**config.mk**
```make
export PLATFORM = sky130hd
export DESIGN_NAME = gate_unit_arbiter
export DESIGN_NICKNAME = d
export VERILOG_FILES = /design/src/rtl/gate_unit_arbiter.sv
export SDC_FILE = /design/constraint.sdc
export NUM_CORES = 1
export LEC_CHECK = 0
export ABC_AREA = 1
export ABC_CLOCK_PERIOD_IN_PS = 1500
export BUFFER_PORTS_ARGS = -buffer_cell sky130_fd_sc_hd__buf_4
export CORE_UTILIZATION = 47
export CTS_CLUSTER_DIAMETER = 120
export DETAILED_ROUTE_END_ITERATION = 6
export GPL_ROUTABILITY_DRIVEN = 0
export PLACE_DENSITY = 0.82
export SLEW_MARGIN = 20
export SYNTH_ARGS = -nofsm -noshare
export SYNTH_HDL_FRONTEND = slang
export SYNTH_SLANG_ARGS = --single-unit
export TNS_END_PERCENT = 100
```
**constraint.sdc**
```tcl
create_clock -name clk -period 1.5 [get_ports clk]
set_input_delay 0.075 -clock clk [delete_from_list [all_inputs] [get_ports clk]]
set_output_delay 0.075 -clock clk [all_outputs]
set_load 0.01 [all_outputs]
```
**src/rtl/gate_unit_arbiter.sv**
```systemverilog
// gate_unit_arbiter: round-robin share of one AND/NAND gate unit between two requesters
module gate_unit_arbiter #(
    parameter int WIDTH = 8,
    parameter int CNT_W = 8
) (
    input  logic               clk,
    input  logic               rst_n,
    input  logic [1:0]         req_valid,
    input  logic [2*WIDTH-1:0] req_a,
    input  logic [2*WIDTH-1:0] req_b,
    input  logic [1:0]         req_op,
    output logic [1:0]         req_ready,
    output logic               rsp_valid,
    output logic [WIDTH-1:0]   rsp_data,
    output logic               rsp_id,
    input  logic               rsp_ready,
    output logic               busy,
    output logic [CNT_W-1:0]   op_cnt0,
    output logic [CNT_W-1:0]   op_cnt1
);
    localparam logic [1:0] IDLE = 2'd0;
    localparam logic [1:0] EXEC = 2'd1;
    localparam logic [1:0] RESP = 2'd2;

    logic [1:0]       state_q, state_d;
    logic             rr_ptr_q, rr_ptr_d;
    logic [WIDTH-1:0] a_q, a_d, b_q, b_d;
    logic             op_q, op_d, id_q, id_d;
    logic             rsp_valid_q, rsp_valid_d;
    logic [WIDTH-1:0] rsp_data_q, rsp_data_d;
    logic             rsp_id_q, rsp_id_d;
    logic [CNT_W-1:0] cnt0_q, cnt0_d, cnt1_q, cnt1_d;
    logic             gnt_vld, gnt_id;

    // Priority goes to rr_ptr; the other requester wins only when rr_ptr is idle.
    always_comb begin
        gnt_vld     = |req_valid;
        gnt_id      = req_valid[rr_ptr_q] ? rr_ptr_q : ~rr_ptr_q;
        req_ready   = (state_q == IDLE && rst_n && gnt_vld) ? (gnt_id ? 2'b10 : 2'b01) : 2'b00;
        state_d     = state_q;
        rr_ptr_d    = rr_ptr_q;
        a_d         = a_q;
        b_d         = b_q;
        op_d        = op_q;
        id_d        = id_q;
        rsp_valid_d = rsp_valid_q;
        rsp_data_d  = rsp_data_q;
        rsp_id_d    = rsp_id_q;
        cnt0_d      = cnt0_q;
        cnt1_d      = cnt1_q;
        if (state_q == IDLE) begin
            if (gnt_vld) begin
                a_d     = gnt_id ? req_a[2*WIDTH-1:WIDTH] : req_a[WIDTH-1:0];
                b_d     = gnt_id ? req_b[2*WIDTH-1:WIDTH] : req_b[WIDTH-1:0];
                op_d    = req_op[gnt_id];
                id_d    = gnt_id;
                state_d = EXEC;
            end
        end else if (state_q == EXEC) begin
            rsp_data_d  = op_q ? ~(a_q & b_q) : (a_q & b_q);
            rsp_id_d    = id_q;
            rsp_valid_d = 1'b1;
            state_d     = RESP;
        end else if (state_q == RESP) begin
            if (rsp_ready) begin
                rsp_valid_d = 1'b0;
                cnt0_d      = rsp_id_q ? cnt0_q : cnt0_q + CNT_W'(1);
                cnt1_d      = rsp_id_q ? cnt1_q + CNT_W'(1) : cnt1_q;
                rr_ptr_d    = ~rsp_id_q;
                state_d     = IDLE;
            end
        end else begin
            state_d = IDLE;
        end
    end

    always_ff @(posedge clk) begin
        if (!rst_n) begin
            state_q     <= IDLE;
            rr_ptr_q    <= 1'b0;
            a_q         <= '0;
            b_q         <= '0;
            op_q        <= 1'b0;
            id_q        <= 1'b0;
            rsp_valid_q <= 1'b0;
            rsp_data_q  <= '0;
            rsp_id_q    <= 1'b0;
            cnt0_q      <= '0;
            cnt1_q      <= '0;
        end else begin
            state_q     <= state_d;
            rr_ptr_q    <= rr_ptr_d;
            a_q         <= a_d;
            b_q         <= b_d;
            op_q        <= op_d;
            id_q        <= id_d;
            rsp_valid_q <= rsp_valid_d;
            rsp_data_q  <= rsp_data_d;
            rsp_id_q    <= rsp_id_d;
            cnt0_q      <= cnt0_d;
            cnt1_q      <= cnt1_d;
        end
    end

    assign rsp_valid = rsp_valid_q;
    assign rsp_data  = rsp_data_q;
    assign rsp_id    = rsp_id_q;
    assign busy      = state_q != IDLE;
    assign op_cnt0   = cnt0_q;
    assign op_cnt1   = cnt1_q;
endmodule

```
==> results, run 1 <==
- The flow ran to the end, and the final reports show no timing, DRC or antenna violations.
- After floorplanning, the core was sized to cover 4750 µm².
- STA classifies the critical path endpoint as a primary output.
- The maximum buffer depth of the clock tree is 2.
- The critical path is of the reg2out type.
- Counting stages on the worst path, the most repeated cell is sky130_fd_sc_hd__inv_2.
- Of all flip-flops after synthesis, the portion carrying an async set or reset was 0%.
- The largest net degree at the start of global routing is 35.
- The die area is 5280 µm².
- Yosys printed 0 warnings.
- The number of max-slew violations in the final report was 0.
- The overall overflow remaining after global route is 0.
- Summed over all cells, the static leakage comes to 1.48 nW.
- In this run, synthesis inferred 0 flip-flops with an integrated enable.
- The cell area after layout is 3070 µm².
- The number of hold-repair buffers added at the cts stage is 0.
- Averaged over all synthesized cells, the footprint is 6.67 µm².
- The area used by sequential logic in the layout is 943 µm².
- The number of different library cells used by synthesis comes to 19.
- Summing all placed instances gives a cell area of 2890 µm².
- The main flop type after synthesis is sky130_fd_sc_hd__dfxtp_1.
- Dividing the detail-routed via count by the number of cells gives 4.67.
- The final critical path takes up 95.8% of the cycle.
- The maximum fanout count along the critical path is 4.
- The number of antenna diodes in the final layout is 0.
- At the later pin of the worst-skew pair, clock insertion delay measures 0.30 ns.
- The signal on the critical path passes through inv_2 -> ha_4 -> o21ai_2 -> inv_2 -> nand2_2 -> nor2_1 -> buf_4.
- The number of standard-cell rows in the floorplan is 25.
- The CTS sink count is 47.
- The synthesized design contains 47 register bits.
- The number of DRC markers after the initial detailed-route iteration is 78.
- sky130_fd_sc_hd__dfxtp_1 takes more of the synthesized area than any other cell.
- Once detail routing completed, the nets flagged for antenna violations numbered 0.
- The sequential cell area fraction in the yosys report is 40.1%.
- The minimum clock period after layout is 1.44 ns.
- The global-route wire length before repair is 8420 µm.
- In this run the biggest area consumer among cell types represents 40.1% of the synthesized area.
- The nature of the critical path startpoint is a flip-flop.
- In this run the worst hold path is classified as in2reg.
- The CTS tree is yes.
- The slowest cell on the critical path is sky130_fd_sc_hd__dfxtp_2.
- The routed design has 5060 µm of wire.
- The number of hold violations in the final report is 0.
- The initial antenna violation count is 0.
- The achievable clock frequency is 696 MHz.
- The floorplan die width is 72.7 µm.
- Buffers placed on the I/O ports in this run total 67.
- For this run, the detailed router's first-pass iteration total came to 4.
- Summing all multi-input logic gate instances after layout gives 1200 µm².
- Measured on the finished design, the core utilization comes to 64.5%.
- The floorplan step set the die height to 72.7 µm.
- The post-detailed-route wirelength per cell is 10.4 µm.
- The number of max-cap violations is 0.
- The number of filler instances in the final layout is 439.
- After synthesis, the cell types taking the most area are sky130_fd_sc_hd__dfxtp_1 (40%), sky130_fd_sc_hd__nand2_1 (16%), sky130_fd_sc_hd__nor2_1 (11%).
- The setup clock skew after layout is 0.00618 ns.
- The number of CTS-inserted buffers is 5.
- The worst ir drop on vdd is 0.671 mV.
- Detailed routing inserted a total of 2,271 vias.
- The post-route netlist has 24.1% of its cells at a drive strength greater than 1.
- The number of design rule violations left after detail routing is 0.
- Clock tree synthesis selected as its root buffer the cell sky130_fd_sc_hd__clkbuf_8.
- The slew at the pin closest to its max-slew limit is 0.475 ns.
- Setup repair after global routing could not meet its margin everywhere.
- Setup violations remaining at the end of the flow were counted as 0.
- The H-tree generated during clock tree synthesis spans 2 levels.
- The area growth from synthesis to layout is 30.5%.
- The number of nets in the synthesized netlist is 397.
- The number of global-route vias before repair is 2,038.
- Once detailed placement completed, the half-perimeter wirelength came to 3650 µm.
- In the post-synthesis netlist, the cell with the most instances is sky130_fd_sc_hd__nand2_1.
- The required arrival time at the worst endpoint is 1.42 ns.
- The largest incremental delay on the critical path is 0.34 ns.
- The arrival time of the worst setup path is 1.36 ns.
- Once the floorplan was initialized, standard cells occupied 49.4% of the core.
- For this design the ratio of total power to cell area is 1480 nW/µm².
- Synthesis produced 352 cells.
- The netlist area before placement is 2350 µm².
- The clock edge transition at the registers on the reported setup and hold paths is 0.09 ns.
- For this run, the total global-route usage over all layers was measured as 20.4%.
- The net count of the finished layout is 463.
- The worst slew margin relative to its limit is 68.3%.
- In the synthesized netlist, the cells that appear most often are sky130_fd_sc_hd__nand2_1 (102), sky130_fd_sc_hd__nor2_1 (67), sky130_fd_sc_hd__dfxtp_1 (47).
- During I/O placement, the number of pins put on the boundary was 68.
-- cell usage in the layout (no fill, tap or decap), drive strengths merged --
cell type,n
nand2,102
o21ai,19
inv,35
nand3,30
xor2,8
clkinv,1
ha,6
bufinv,2
nor3,2
nor2,68
clkbuf,6
a21oi,20
buf,73
dfxtp,47
-- path summary, 6_finish.rpt --
check | start | endpoint | slack (ns) | cells after the start
worst max-delay path | state_q[0] | req_ready[0] | 0.06 | 7
worst min-delay path | req_a[15] | a_q[7] | 0.05 | 5
worst max register to register | state_q[1] | a_q[4] | 0.09 | 10
worst min register to register | rsp_valid | rsp_valid | 0.47 | 2
-- metal layers --
metal | vias to the layer above | wire length (µm) | GRT usage (%) | part of all wire [%]
met5 | - | 0 | 0 | 0
met4 | 0 | 53 | 6.97 | 1.0
met3 | 4 | 286 | 5.52 | 5.6
met2 | 71 | 2490 | 35.4 | 49
met1 | 982 | 2240 | 24.3 | 44
li1 | 1214 | - | - | -
-- power by group --
group | total, mW | internal [mW] | switching [mW] | leakage [nW]
clock network | 1.09 | 0.666 | 0.422 | 0.0654
registers | 1.77 | 1.56 | 0.209 | 0.386
logic | 1.68 | 0.749 | 0.936 | 1.03
total | 4.54 | 2.97 | 1.57 | 1.48
-- critical path, delay by kind of cell (launching register included) --
kind                       cells  cell delay [ns]
DFF                            1             0.34
buffers and inverters          3             0.28
and+or+nand+nor                2             0.20
adders and majority gates      1             0.17
AOI/OAI and AO/OA              1             0.08
-- sequential cells by signal, indices dropped and copies added (netlist names) --
name       flops
a_q            8
b_q            8
op_cnt0        8
op_cnt1        8
rsp_data       8
state_q        2
id_q           1
op_q           1
rr_ptr_q       1
rsp_id         1
rsp_valid      1
-- metrics by stage --
stage,TNS (ns),power (mW),instances,setup WS [ns],hold slack (ns)
floorplan,0,2.90,352,0.128,0.266
global placement,0,3.33,477,0.133,0.353
detailed placement,0,3.37,477,0.0554,0.360
CTS,0,4.51,485,0.0160,0.0455
global route,-0.0457,4.87,486,-0.0297,0.0635
finish,0,4.54,486,0.0629,0.0494
-- layout make-up --
type	count	area share, %
clock inverter	2	1.96
timing repair buffer	73	18.3
multi-input combinational	255	39.3
clock buffer	6	2.37
tap	67	2.73
inverter	36	4.57
sequential	47	30.8
-- cells by family (layout without fill, tap and decap cells) --
group,after synthesis,count (layout),share of synthesized area (%)
flip-flops,47,47,40.1
adder cells (fa/ha/maj),6,6,3.20
XOR/XNOR,8,8,2.98
buffers and inverters,50,117,9.91
AND/OR/NAND/NOR,202,202,35.4
AO/OA/AOI/OAI,39,39,8.47
-- what timing repair did --
action	CTS	global route
resized for setup	6	10
buffers inserted	0	1
setup endpoints to repair	2	12
pin swaps	0	2
Power figures use the tool's default switching activity.
==> run 2, diff against run 1 <==
- ABC_CLOCK_PERIOD_IN_PS: 1500 -> 1600
- RECOVER_POWER: unset -> 25
- SETUP_SLACK_MARGIN: unset -> 0.4
- clock period: 1.5 -> 1.6 ns (I/O delays scaled with it)
==> results, run 2 (synthesized netlist as in run 1, its figures left out) <==
- Outcome: complete, no violations (unchanged).
- The number of ports placed on the die boundary was 68 (unchanged).
- The nature of the critical path startpoint is a flip-flop (unchanged).
- The share of cells above drive strength 1 is 25.6% (was 24.1%).
- The share of the clock period used by the worst path is 92.3%.
- The number of max-cap violations was 0 (unchanged).
- The number of filler instances in the final layout is 452 (was 439).
- The smallest clock period supported by the final layout is computed as 1.48 ns.
- The maximum buffer depth of the clock tree came to 2 (unchanged).
- The number of hold-repair buffers added at the cts stage is 0 (unchanged).
- The power per cell area is 1410 nW/µm² (was 1480 nW/µm²).
- The clock root buffer master is sky130_fd_sc_hd__clkbuf_8 (unchanged).
- The floorplan die width is 72.7 µm (unchanged).
- Top library cells by usage in the layout, fill and taps aside: sky130_fd_sc_hd__nand2_1 (99), sky130_fd_sc_hd__buf_4 (59), sky130_fd_sc_hd__nor2_1 (52) (was sky130_fd_sc_hd__nand2_1 (100), sky130_fd_sc_hd__buf_4 (72), sky130_fd_sc_hd__nor2_1 (63)).
- The number of standard-cell rows in the floorplan was 25 (unchanged).
- The met3 global-route usage is 4.97% (was 5.52%).
- The slew at the pin closest to its max-slew limit is 0.506 ns (was 0.475 ns).
- The overall overflow remaining after global route is 0 (unchanged).
- The total power of the final layout was 4.46 mW (was 4.54 mW).
- The number of CTS-inserted buffers came to 5 (unchanged).
- The via density per instance is 4.75 (was 4.67).
- The number of design rule violations left after detail routing is 0 (unchanged).
- RSZ-0062 raised after global routing: yes (unchanged).
- The wire length reported by the detailed router is 5240 µm (was 5060 µm).
- For this run, the top clock speed supported by timing is 677 MHz.
- The number of global-route vias before repair was 2,067 (was 2,038).
- The maximum fanout count along the critical path is 4 (unchanged).
- The most common cell after layout, fill and taps aside is sky130_fd_sc_hd__nand2_1 (unchanged).
- The met2 global-route usage is 37.0% (was 35.4%).
- Cell Chain, Critical Path: inv_4 -> ha_4 -> o21ai_2 -> inv_2 -> nand2_2 -> nor2_2 -> buf_4 (was inv_2 -> ha_4 -> o21ai_2 -> inv_2 -> nand2_2 -> nor2_1 -> buf_4).
- The slowest cell on the critical path was sky130_fd_sc_hd__dfxtp_4 (was sky130_fd_sc_hd__dfxtp_2).
- The final sum of negative setup slack is 0 ns (unchanged).
- The starting density of the core came to 49.4% (unchanged).
- The final-layout worst hold slack is 0.0511 ns (was 0.0494 ns).
- The path category of the worst min-delay check is in2reg (unchanged).
- The area used by sequential logic in the layout was 948 µm² (was 943 µm²).
- The required arrival time at the worst endpoint is 1.52 ns (was 1.42 ns).
- The kind of critical path is reg2out (unchanged).
- The arrival time of the worst setup path was 1.40 ns (was 1.36 ns).
- The CTS sink count came to 47 (unchanged).
- The count of input and output buffers is 67 (unchanged).
- The number of nets still failing antenna checks after routing is 0 (unchanged).
- The largest net degree at the start of global routing was 29 (was 35).
- The clock edge transition at the registers on the reported setup and hold paths is 0.08 ns (was 0.09 ns).
- The net count of the finished layout is 474 (was 463).
- The vertical die dimension is 72.7 µm (unchanged).
- The overall global routing resource usage is 20.7% (was 20.4%).
- The largest incremental delay on the critical path came to 0.37 ns (was 0.34 ns).
- The met1 routing resource usage after global routing came to 24.1% (was 24.3%).
- The post-DP HPWL is 3600 µm (was 3650 µm).
- The number of DRC markers after the initial detailed-route iteration was 115 (was 78).
- The multi-input combinational cell area is 1270 µm² (was 1200 µm²).
- The post-detailed-route wirelength per cell is 10.6 µm (was 10.4 µm).
- The setup clock skew after layout is 0.00886 ns (was 0.00618 ns).
- The number of max-slew violations in the final report is 0 (unchanged).
- The core outline area was 4750 µm² (unchanged).
- The initial antenna violation count came to 0 (unchanged).
- The total via count in the routed design came to 2,356 (was 2,271).
- The global-route wire length before repair is 8600 µm (was 8420 µm).
- The element type at the critical path end is a primary output (unchanged).
- The number of hold violations in the final report was 0 (unchanged).
- The count of TritonRoute iterations in the first routing pass came to 4 (unchanged).
- The static leakage was 1.45 nW (was 1.48 nW).
- The worst slew margin relative to its limit is 66.2% (was 68.3%).
- The worst ir drop on vdd is 0.745 mV (was 0.671 mV).
- The number of H-tree branching levels is 2 (unchanged).
- The area growth from synthesis to layout is 34.7% (was 30.5%).
- The CTS tree is yes (unchanged).
- The layer carrying the most global-route usage is met2 (unchanged).
- The die area came to 5280 µm² (unchanged).
- The number of failing setup endpoints in the final timing report was 0 (unchanged).
- The clock network latency to the later pin of the worst-skew pair is 0.30 ns (about the same).
- The number of antenna repair diodes was 0 (unchanged).
-- run 2: changes by cell type in the layout (fill, tap and decap cells not counted), moves of 4 or more --
cell	change
sky130_fd_sc_hd__clkbuf_1	+19
sky130_fd_sc_hd__nand3_2	+4
sky130_fd_sc_hd__nor2_2	+11
sky130_fd_sc_hd__nor2_1	-11
sky130_fd_sc_hd__inv_4	+6
sky130_fd_sc_hd__buf_4	-13
-- run 2: cell type report --
cell class | instances | area share (%)
clock buffer | 6 | 2.29
clock inverter | 1 | 0.949
inverter | 36 | 4.75
multi-input combinational | 256 | 40.3
sequential | 47 | 30.0
tap | 67 | 2.65
timing repair buffer | 83 | 19.1
-- run 2: repair_timing --
action	CTS	global route
cloned	1	1
pin swaps	2	1
setup endpoints to repair	39	40
buffers inserted	6	6
resized for setup	16	14
-- run 2: metal layers --
layer  routed length, µm  vias up
met5                   0        -
met4                 102        0
met3                 279       10
met2                2550       67
met1                2310     1032
li1                    -     1247
-- run 2: power by group --
| group | internal, mW | leakage [nW] | switching, mW |
|---|---|---|---|
| clock | 0.458 | 0.0513 | 0.380 |
| sequential | 1.47 | 0.386 | 0.220 |
| combinational | 0.922 | 1.01 | 1.01 |
-- run 2: worst paths after layout --
path	endpoint	startpoint	slack, ns	cells after the start
min reg2reg	rsp_valid	rsp_valid	0.48	2
max	req_ready[1]	state_q[0]	0.12	7
max reg2reg	op_cnt1[0]	state_q[0]	0.16	8
min	a_q[7]	req_a[15]	0.05	5
-- run 2: critical path: cells and delay by family, from the launching register on --
family | cells | cell delay, ns
AOI/OAI and AO/OA | 1 | 0.08
adders and majority gates | 1 | 0.15
buffers and inverters | 3 | 0.27
DFF | 1 | 0.37
and+or+nand+nor | 2 | 0.22
-- run 2: through the flow --
step / std cells / cell area (µm²) / utilization (%) / setup slack (ns)
4_1_cts: 489 / 3150 / 66.3 / 0.177
3_3_place_gp: 475 / 2920 / 61.4 / 0.284
3_5_place_dp: 475 / 2920 / 61.4 / 0.223
5_1_grt: 496 / 3160 / 66.5 / 0.0738
6_report: 496 / 3160 / 66.5 / 0.123
2_1_floorplan: 352 / 2400 / - / 0.328
==> run 3, diff against run 2 <==
- ABC_AREA: 1 -> 0
- CORE_UTILIZATION: 47 -> 40
- GPL_TIMING_DRIVEN: unset -> 1
- PLACE_DENSITY: 0.82 -> 0.74
==> results, run 3 <==
- Outcome: complete, but fails checks (was complete, no violations).
- The checks that failed: setup timing.
- The slew at the pin closest to its max-slew limit is 0.516 ns (was 0.506 ns).
- The top cell type's share of synthesized area came to 42.0% (was 40.1%).
- The vertical die dimension was 76.9 µm (was 72.7 µm).
- The share of synthesized registers carrying an async set or reset is 0% (unchanged).
- The worst path buffer plus inverter count is 4 (was 3).
- The number of nets still failing antenna checks after routing is 0 (unchanged).
- The number of max-cap violations is 0 (unchanged).
- The sequential cell area fraction in the yosys report is 42.0% (was 40.1%).
- The number of global-route vias before repair is 2,119 (was 2,067).
- The maximum fanout count along the critical path came to 5 (was 4).
- RSZ-0062 raised after global routing: yes (unchanged).
- The static leakage is 1.25 nW (was 1.45 nW).
- The overall overflow remaining after global route is 0 (unchanged).
- The worst ir drop on vdd is 0.444 mV (was 0.745 mV).
- The number of H-tree branching levels came to 2 (unchanged).
- The number of CTS-inserted buffers is 5 (unchanged).
- The main flop type after synthesis is sky130_fd_sc_hd__dfxtp_1 (unchanged).
- The initial antenna violation count is 0 (unchanged).
- The number of standard-cell rows in the floorplan came to 26 (was 25).
- The family with the most delay on the worst path is simple AND/OR/NAND/NOR gates (was flip-flops).
- The synthesized area per cell is 8.24 µm² (was 6.67 µm²).
- The net count of the finished layout is 394 (was 474).
- The number of logic stages on the critical path including buffering is 8 (was 7).
- The number of synthesized flops with an enable pin is 0 (unchanged).
- The total via count in the routed design came to 2,270 (was 2,356).
- The wire length reported by the detailed router came to 5990 µm (was 5240 µm).
- The CTS tree is yes (unchanged).
- The number of filler instances in the final layout is 449 (was 452).
- The power per cell area is 905 nW/µm² (was 1410 nW/µm²).
- The achievable clock frequency is 604 MHz (was 677 MHz).
- The number of max-slew violations in the final report came to 0 (unchanged).
- The minimum clock period after layout is 1.65 ns (was 1.48 ns).
- The element type at the critical path end is a flip-flop (was primary output).
- Top library cells by usage in the layout, fill and taps aside: sky130_fd_sc_hd__buf_4 (61), sky130_fd_sc_hd__dfxtp_1 (44), sky130_fd_sc_hd__o21ai_0 (37) (was sky130_fd_sc_hd__nand2_1 (99), sky130_fd_sc_hd__buf_4 (59), sky130_fd_sc_hd__nor2_1 (52)).
- The required arrival time at the worst endpoint is 1.79 ns (was 1.52 ns).
- The final-layout worst hold slack is 0.0401 ns (was 0.0511 ns).
- The post-DP HPWL is 3900 µm (was 3600 µm).
- The total of flip-flops plus latches after synthesis is 47 (unchanged).
- The overall global routing resource usage is 20.5% (was 20.7%).
- The clock edge transition at the registers on the reported setup and hold paths came to 0.10 ns (was 0.08 ns).
- The clock root buffer master is sky130_fd_sc_hd__clkbuf_8 (unchanged).
- The most repeated cell in the gate-level netlist after synthesis is sky130_fd_sc_hd__dfxtp_1 (was sky130_fd_sc_hd__nand2_1).
- The number of ports placed on the die boundary is 68 (unchanged).
- The count of TritonRoute iterations in the first routing pass is 4 (unchanged).
- The number of failing setup endpoints in the final timing report is 9 (was 0).
- The critical path's most frequent cell is sky130_fd_sc_hd__buf_6.
- The number of DRC markers after the initial detailed-route iteration is 58 (was 115).
- The cell taking the most area after synthesis is sky130_fd_sc_hd__dfxtp_1 (unchanged).
- The worst slew margin relative to its limit is 65.6% (was 66.2%).
- The count of yosys warnings during synthesis was 0 (unchanged).
- Cell Chain, Critical Path: inv_2 -> ha_4 -> buf_6 -> buf_4 -> buf_6 -> and4bb_4 -> nand3_2 -> mux2i_1 (was inv_4 -> ha_4 -> o21ai_2 -> inv_2 -> nand2_2 -> nor2_2 -> buf_4).
- The number of hold violations in the final report is 0 (unchanged).
- The net count after synthesis is 317 (was 397).
- The path category of the worst min-delay check is in2reg (unchanged).
- The floorplan die width is 76.9 µm (was 72.7 µm).
- The slowest cell on the critical path is sky130_fd_sc_hd__and4bb_4 (was sky130_fd_sc_hd__dfxtp_4).
- The setup clock skew after layout came to 0.00797 ns (was 0.00886 ns).
- The clock network latency to the later pin of the worst-skew pair is 0.31 ns (was 0.30 ns).
- The netlist area before placement is 2240 µm² (was 2350 µm²).
- The starting density of the core is 42.8% (was 49.4%).
- Top cells by area, synth: sky130_fd_sc_hd__dfxtp_1 (42%), sky130_fd_sc_hd__o21ai_0 (9.2%), sky130_fd_sc_hd__nand3_1 (5.1%) (was sky130_fd_sc_hd__dfxtp_1 (40%), sky130_fd_sc_hd__nand2_1 (16%), sky130_fd_sc_hd__nor2_1 (11%)).
- The final setup slack of the worst path is -0.0549 ns (was 0.123 ns).
- The number of antenna repair diodes is 0 (unchanged).
- The largest incremental delay on the critical path was 0.38 ns (was 0.37 ns).
- The global-route wire length before repair is 9750 µm (was 8600 µm).
- The CTS sink count came to 47 (unchanged).
- The cell depth of the worst hold path is 3 (was 5).
- The area growth from synthesis to layout was 47.0% (was 34.7%).
- The nature of the critical path startpoint is a flip-flop (unchanged).
- The kind of critical path was reg2reg (was reg2out).
- The maximum buffer depth of the clock tree is 2 (unchanged).
- The post-detailed-route wirelength per cell is 14.3 µm (was 10.6 µm).
- The number of different library cells in the post-synthesis netlist is 33 (was 19).
- The arrival time of the worst setup path is 1.85 ns (was 1.40 ns).
- The count of input and output buffers is 67 (unchanged).
- The share of the clock period used by the worst path is 103% (was 92.3%).
- The most common cell after layout, fill and taps aside is sky130_fd_sc_hd__buf_4 (was sky130_fd_sc_hd__nand2_1).
- The core outline area is 5240 µm² (was 4750 µm²).
- The final sum of negative setup slack came to -0.170 ns (was 0 ns).
- The via density per instance came to 5.40 (was 4.75).
- The gate count after technology mapping came to 272 (was 352).
- The die area is 5910 µm² (was 5280 µm²).
- The depth of the worst register-to-register path is 8 (unchanged).
- List of most frequent post-synthesis cells: sky130_fd_sc_hd__dfxtp_1 (47), sky130_fd_sc_hd__o21ai_0 (41), sky130_fd_sc_hd__nand3_1 (23) (was sky130_fd_sc_hd__nand2_1 (102), sky130_fd_sc_hd__nor2_1 (67), sky130_fd_sc_hd__dfxtp_1 (47)).
- The largest net degree at the start of global routing is 28 (was 29).
- The share of cells above drive strength 1 is 34.3% (was 25.6%).
- The number of design rule violations left after detail routing is 0 (unchanged).
## run 3: power by group
group / leakage [nW] / switching, mW / total [mW] / internal (mW)
clock: 0.0548 / 0.430 / 0.901 / 0.471
combinational: 0.812 / 0.350 / 0.730 / 0.380
sequential: 0.386 / 0.0734 / 1.35 / 1.28
total: 1.25 / 0.853 / 2.98 / 2.13
## run 3: kinds of logic after synthesis
kind of cell,after synthesis,share of synthesized area [%]
AO/OA/AOI/OAI,94,24.3
AND/OR/NAND/NOR,85,20.2
flip-flops,47,42.0
buffers and inverters,28,5.25
XOR/XNOR,8,3.13
adder cells (fa/ha/maj),6,3.35
multiplexers,4,1.79
## run 3: per-layer routing
metal  global-route usage [%]  up-vias  wire length (µm)
li1                         -     1150                 -
met1                     26.1     1036              2680
met2                     33.6       74              2860
met3                     5.71       10               372
met4                     5.77        0                83
met5                        0        -                 0
## run 3: path summary, 6_finish.rpt
check	startpoint	endpoint	slack, ns
max reg2reg	state_q[0]	op_cnt1[2]	-0.05
max	state_q[0]	op_cnt1[2]	-0.05
min reg2reg	op_cnt1[7]	op_cnt1[7]	0.49
min	req_a[7]	a_q[7]	0.04
## run 3: worst min-delay path, stage by stage
cell	delay, ns
sky130_fd_sc_hd__buf_4	0.11
sky130_fd_sc_hd__nand3_1	0.05
sky130_fd_sc_hd__a31oi_1	0.07
## run 3: repair_timing
item	in CTS	in global routing
resized for setup	29	18
buffers inserted	8	2
hold buffers	0	0
pin swaps	8	8
cloned	0	1
setup endpoints to repair	42	48
## run 3: cell type report
cell class,count,area [µm²],share of cell area [%]
Inverter,6,27.5,0.836
Tap cell,70,87.6,2.66
Multi-Input combinational cell,197,1390,42.1
Timing Repair Buffer,92,729,22.2
Clock buffer,5,68.8,2.09
Clock inverter,3,46.3,1.41
Sequential cell,47,947,28.8
## run 3: through the flow
step | cells | instance area [µm²] | power [mW] | setup WS, ns | utilization [%]
after floorplan | 272 | 2380 | 1.74 | 0.0882 | -
after global placement | 401 | 2930 | 1.93 | 0.0131 | 55.9
after detailed placement | 401 | 2930 | 1.94 | -0.0640 | 55.9
after CTS | 417 | 3240 | 2.93 | -0.0516 | 61.9
after global routing | 420 | 3290 | 3.13 | -0.113 | 62.9
final | 420 | 3290 | 2.98 | -0.0549 | 62.9
